==> src/rtl/imem_loader_if.sv <==
// imem_loader_if
//   Byte stream plus instruction-memory write bus of the program loader.
//   s_valid/s_ready/s_data/s_last : valid/ready byte stream (s_last marks final byte)
//   mem_we/mem_addr/mem_wdata     : one-cycle word write strobe, word address, data
//   modport master : byte source / memory side
//   modport slave  : the loader itself
interface imem_loader_if #(
  parameter int ADDR_W = 10
);
  logic              s_valid;
  logic              s_ready;
  logic [7:0]        s_data;
  logic              s_last;
  logic              mem_we;
  logic [ADDR_W-1:0] mem_addr;
  logic [31:0]       mem_wdata;

  modport master (
    output s_valid, s_data, s_last,
    input  s_ready, mem_we, mem_addr, mem_wdata
  );

  modport slave (
    input  s_valid, s_data, s_last,
    output s_ready, mem_we, mem_addr, mem_wdata
  );
endinterface

==> src/rtl/imem_loader.sv <==
// imem_loader
//   Byte-stream program loader for the core's instruction memory. Holds the
//   core in reset, packs incoming bytes little-endian into 32-bit words,
//   writes them to consecutive word addresses from BASE_ADDR, then releases
//   the core RELEASE_DLY cycles after the last byte.
// Ports
//   clk, rst    : clock, synchronous active-high reset
//   bus         : imem_loader_if.slave (byte stream in, imem write bus out)
//   reload      : one-cycle pulse, restarts loading from RUN or ERR
//   core_rst_n  : core reset, active-low, 0 while loading
//   done        : 1 while the core runs
//   err         : 1 after overflow until reload/rst
//   word_count  : words written in the current load
module imem_loader #(
  parameter int ADDR_W      = 10,
  parameter int BASE_ADDR   = 0,
  parameter int RELEASE_DLY = 4
) (
  input  logic              clk,
  input  logic              rst,
  imem_loader_if.slave      bus,
  input  logic              reload,
  output logic              core_rst_n,
  output logic              done,
  output logic              err,
  output logic [ADDR_W:0]   word_count
);

  localparam int DEPTH = 2 ** ADDR_W;
  localparam int CW    = $clog2(RELEASE_DLY) + 1;

  typedef enum logic [2:0] {IDLE, LOAD, HOLD, RUN, ERR} state_t;

  state_t          state;
  logic [1:0]      lane;
  logic [23:0]     wbuf;
  logic [CW-1:0]   hold_cnt;
  logic            accept;
  logic            overflow;
  logic [31:0]     word;

  // Word as it would look with the current byte placed in its lane; lanes
  // above the current one are forced to zero, so a short final word is padded
  // and stale bytes in wbuf never leak into a write.
  always_comb begin
    accept   = bus.s_valid && bus.s_ready;
    overflow = (word_count == (ADDR_W+1)'(DEPTH));
    word     = '0;
    case (lane)
      2'd0:    word = {24'h000000, bus.s_data};
      2'd1:    word = {16'h0000, bus.s_data, wbuf[7:0]};
      2'd2:    word = {8'h00, bus.s_data, wbuf[15:0]};
      default: word = {bus.s_data, wbuf[23:0]};
    endcase
  end

  always_ff @(posedge clk) begin
    if (rst) begin
      state         <= IDLE;
      bus.s_ready   <= 1'b0;
      bus.mem_we    <= 1'b0;
      bus.mem_addr  <= ADDR_W'(BASE_ADDR);
      bus.mem_wdata <= '0;
      core_rst_n    <= 1'b0;
      done          <= 1'b0;
      err           <= 1'b0;
      word_count    <= '0;
      lane          <= '0;
      wbuf          <= '0;
      hold_cnt      <= '0;
    end else begin
      bus.mem_we <= 1'b0;
      case (state)
        IDLE, LOAD: begin
          bus.s_ready <= 1'b1;
          if (accept) begin
            if (overflow) begin
              state       <= ERR;
              err         <= 1'b1;
              bus.s_ready <= 1'b0;
            end else begin
              wbuf <= word[23:0];
              lane <= lane + 2'd1;
              if (lane == 2'd3 || bus.s_last) begin
                bus.mem_we    <= 1'b1;
                bus.mem_wdata <= word;
                bus.mem_addr  <= ADDR_W'(BASE_ADDR) + word_count[ADDR_W-1:0];
                word_count    <= word_count + (ADDR_W+1)'(1);
                lane          <= '0;
              end
              if (bus.s_last) begin
                state       <= HOLD;
                bus.s_ready <= 1'b0;
                // HOLD is entered one cycle after the handshake and RUN
                // outputs appear one cycle after leaving HOLD.
                hold_cnt    <= CW'(RELEASE_DLY - 2);
              end else begin
                state <= LOAD;
              end
            end
          end
        end
        HOLD: begin
          if (hold_cnt == '0) begin
            state      <= RUN;
            core_rst_n <= 1'b1;
            done       <= 1'b1;
          end else begin
            hold_cnt <= hold_cnt - 1'b1;
          end
        end
        RUN, ERR: begin
          if (reload) begin
            state       <= IDLE;
            bus.s_ready <= 1'b1;
            core_rst_n  <= 1'b0;
            done        <= 1'b0;
            err         <= 1'b0;
            word_count  <= '0;
            lane        <= '0;
          end
        end
        default: state <= IDLE;
      endcase
    end
  end

endmodule
==> src/flat_wrapper.sv <==
// flat-port wrapper written by rule: the top's interface ports become plain ports
module imem_loader_flat 
#(
  parameter int ADDR_W      = 10,
  parameter int BASE_ADDR   = 0,
  parameter int RELEASE_DLY = 4
)
  (clk, rst, reload, core_rst_n, done, err, word_count, bus_s_valid, bus_s_data, bus_s_last, bus_s_ready, bus_mem_we, bus_mem_addr, bus_mem_wdata);
  imem_loader_if #(.ADDR_W(ADDR_W)) bus_i ();
  input  logic clk;
  input  logic rst;
  input  logic reload;
  output logic core_rst_n;
  output logic done;
  output logic err;
  output logic [ADDR_W:0] word_count;
  input wire logic [$bits(bus_i.s_valid)-1:0] bus_s_valid;
  input wire logic [$bits(bus_i.s_data)-1:0] bus_s_data;
  input wire logic [$bits(bus_i.s_last)-1:0] bus_s_last;
  output wire logic [$bits(bus_i.s_ready)-1:0] bus_s_ready;
  output wire logic [$bits(bus_i.mem_we)-1:0] bus_mem_we;
  output wire logic [$bits(bus_i.mem_addr)-1:0] bus_mem_addr;
  output wire logic [$bits(bus_i.mem_wdata)-1:0] bus_mem_wdata;
  assign bus_i.s_valid = bus_s_valid;
  assign bus_i.s_data = bus_s_data;
  assign bus_i.s_last = bus_s_last;
  assign bus_s_ready = bus_i.s_ready;
  assign bus_mem_we = bus_i.mem_we;
  assign bus_mem_addr = bus_i.mem_addr;
  assign bus_mem_wdata = bus_i.mem_wdata;
  imem_loader #(.ADDR_W(ADDR_W), .BASE_ADDR(BASE_ADDR), .RELEASE_DLY(RELEASE_DLY)) u_core (.clk(clk), .rst(rst), .bus(bus_i), .reload(reload), .core_rst_n(core_rst_n), .done(done), .err(err), .word_count(word_count));
endmodule
==> config.mk <==
export PLATFORM = sky130hd
export DESIGN_NAME = imem_loader_flat
export DESIGN_NICKNAME = d
export VERILOG_FILES = /design/src/rtl/imem_loader_if.sv /design/src/rtl/imem_loader.sv /design/src/flat_wrapper.sv
export SDC_FILE = /design/constraint.sdc
export NUM_CORES = 1
export LEC_CHECK = 0
export ABC_AREA = 1
export BUFFER_PORTS_ARGS = -buffer_cell sky130_fd_sc_hd__buf_2
export CORE_ASPECT_RATIO = 0.7
export CORE_MARGIN = 5
export CORE_UTILIZATION = 60
export DETAILED_ROUTE_END_ITERATION = 7
export PLACE_DENSITY_LB_ADDON = 0.08
export SLEW_MARGIN = 30
export SYNTH_ARGS = -nofsm -noshare
export SYNTH_HDL_FRONTEND = slang
export SYNTH_SLANG_ARGS = --single-unit
==> constraint.sdc <==
create_clock -name clk -period 4.46 [get_ports clk]
set_clock_uncertainty 0.2 [all_clocks]
set_input_delay 0.669 -clock clk [delete_from_list [all_inputs] [get_ports clk]]
set_output_delay 0.669 -clock clk [all_outputs]
set_load 0.02 [all_outputs]
==> results.tsv <==
metric	value	unit
status	complete, no violations	
cts_buffer_depth	2	
area_growth	11.97	%
critPathArrivalTime	2.79	ns
p_int	1.379	mW
initial_core_util	0.6226	
cts_buffers	9	
fp.dieH	80.38	µm
max_cap_violations	0	
swShare	0.3185	
cts_sinks	89	
detail-route-antenna-nets	0	
p_leak	2.043	nW
hold_path_class	flip-flop to flip-flop	
final_nets	649	
syn_area	4245	µm²
hpwl	7142	µm
required	4.53	ns
cp_max_fo	19	
remaining_drc_errors	0	
die-area	8885	µm²
ys_types	32	
p_sw	644.4	µW
ctsHoldBuffers	0	
yosysSeqAreaShare	0.4197	
synthCells	580	
track_usage	0.2458	
insertion_delay	0.36	ns
p_clk_frac	0.334	
core	6819	µm²
synth-seq-cells	89	
period_share	0.6099	
startpoint_type	flip-flop	
antennaDiodeCount	0	
use_met2	0.3868	
h-tree-depth	3	
drive_gt1_frac	0.1801	
first_global_vias	3758	
crit_type	flip-flop to flip-flop	
synth-warning-count	0	
vdd_ir_drop_max	0.2209	mV
grt_pass1_wl	17880	µm
synthesis.nets	601	
gp_congestion	0.8492	
met1_usage	0.3380	
tightest_slew	0.7175	ns
drt-total-wl	10570	µm
fin_util	0.6971	
finalCriticalPeriod	2.720	ns
antenna_found_initial	0	
max_clock_freq	367.6	MHz
finalHoldViolations	0	
finalSetupTns	0	ns
setup_viol	0	
die_w	110.5	µm
grt_max_degree	51	
synth_area_per_cell	7.320	µm²
root_buffer	clkbuf_8	
busiest_layer	met2	
ios	71	
pwr_density_cell	425.7	nW/µm²
drv_slew	0	
p_comb_frac	0.220	
slew_headroom	0.5217	
rsz0062_at_grt	false	
io_buffers	70	
nFillCells	612	
postCtsSetupBuffers	0	
rows	25	
drt_first_pass_iters	5	
vias_per_cell	5.491	
critPathCaptureType	flip-flop	
power_frac_seq	0.446	
grtUsageMet3	0.05648	
cts.repair.resized	0	
detail_route.wl_per_cell	14.53	µm
cts_tree	built	
first_iter_violations	309	
clk_pin_slew	0.09	ns
vias	3992	
grt_overflow	0	
total_power	2.024	mW
==> flip-flops by register name, summed over array words and instances, names as in the netlist <==
signal                count
u_core.bus.mem_wdata     32
u_core.wbuf              24
u_core.word_count        11
u_core.bus.mem_addr      10
u_core.hold_cnt           3
u_core.state              3
u_core.lane               2
u_core.bus.mem_we         1
u_core.bus.s_ready        1
u_core.core_rst_n         1
u_core.err                1
==> cell type report <==
class	count	area, µm²	share of cell area
inverters	44	165.2	0.03475
clock buffers	12	145.1	0.03053
flip-flops and latches	89	1782	0.3748
multi-input cells	410	2064	0.4343
clock inverters	4	98.84	0.02079
repair buffers	74	380.4	0.08002
well taps	94	117.6	0.02474
==> kinds of logic (layout without fill, tap and decap cells) <==
logic type,after synthesis,after routing,synth area share
AND/OR/NAND/NOR,272,272,0.2906
flip-flops,89,89,0.4197
AO/OA/AOI/OAI,125,125,0.1618
buffers and inverters,81,134,0.09402
adder cells (fa/ha/maj),8,8,0.02358
XOR/XNOR,5,5,0.01032
==> cells in the mapped netlist <==
cell type  number  share of area
nand2_1       129           0.11
dfxtp_1        89           0.42
a21oi_1        56          0.066
nor2_1         56          0.050
nand3_1        44          0.052
o21ai_0        42          0.050
inv_1          41          0.036
clkbuf_1       16          0.014
nor3_1         16          0.019
a21oi_2        10          0.021
ha_1            8          0.024
a21boi_0        7          0.012
buf_2           7         0.0083
buf_6           7          0.019
nand3b_1        7          0.012
nand4_1         7          0.010
o21ai_1         7         0.0083
buf_4           6          0.011
nor2_4          5          0.013
inv_2           3         0.0027
xnor2_1         3         0.0062
nand3_2         2         0.0047
nor2_2          2         0.0029
xor2_1          2         0.0041
a211oi_1        1         0.0018
a22oi_1         1         0.0018
buf_8           1         0.0035
nand2_2         1         0.0015
nand2_8         1         0.0047
nor2_8          1         0.0047
nor3b_1         1         0.0018
o22ai_1         1         0.0015
==> final timing paths <==
kind,from,to,slack (ns),depth (start not counted)
min,u_core.err,u_core.err,0.25,2
max,u_core.lane[0],u_core.word_count[7],1.74,10
min reg2reg,u_core.err,u_core.err,0.25,2
max reg2reg,u_core.lane[0],u_core.word_count[7],1.74,10
==> worst max-delay path: stages (launching register included) <==
cell	delay, ns
dfxtp_1	0.42
ha_1	0.65
inv_1	0.20
nand2_2	0.11
nand2_1	0.05
nand2_1	0.17
nand3_1	0.40
nand2_1	0.27
nand2_1	0.07
nand2_1	0.06
inv_1	0.03
==> cells in the final DEF, fill, tap and decap left out, drive strengths merged <==
| cell type | instances |
|---|---|
| a211oi | 1 |
| a21boi | 7 |
| a21oi | 66 |
| a22oi | 1 |
| buf | 74 |
| bufinv | 3 |
| clkbuf | 12 |
| dfxtp | 89 |
| ha | 8 |
| inv | 45 |
| nand2 | 131 |
| nand3 | 46 |
| nand3b | 7 |
| nand4 | 7 |
| nor2 | 64 |
| nor3 | 16 |
| nor3b | 1 |
| o21ai | 49 |
| o22ai | 1 |
| xnor2 | 3 |
| xor2 | 2 |
==> stage by stage <==
step | instance area [µm²] | instances | setup slack [ns] | hold slack (ns)
2_1_floorplan | 4245 | 580 | 2.578 | 0.2550
3_3_place_gp | 4509 | 711 | 1.857 | 0.2356
3_5_place_dp | 4509 | 711 | 1.808 | 0.2449
4_1_cts | 4753 | 727 | 1.797 | 0.2593
5_1_grt | 4753 | 727 | 1.500 | 0.2832
6_report | 4753 | 727 | 1.740 | 0.2496
==> routing by layer <==
| metal | up-vias | part of all wire |
|---|---|---|
| met5 | - | 0 |
| met4 | 0 | 0.011 |
| met3 | 14 | 0.069 |
| met2 | 152 | 0.43 |
| met1 | 1839 | 0.49 |
| li1 | 1987 | - |
==> power groups by stage <==
stage	logic, mW	registers [mW]	clock network, mW
final	0.446	0.902	0.676
after detailed placement	0.439	0.919	0
after floorplan	0.335	0.931	0
after global placement	0.429	0.916	0
after CTS	0.441	0.901	0.683
after global routing	0.505	0.912	0.723
Note: power is estimated with default switching activity, not from simulation.
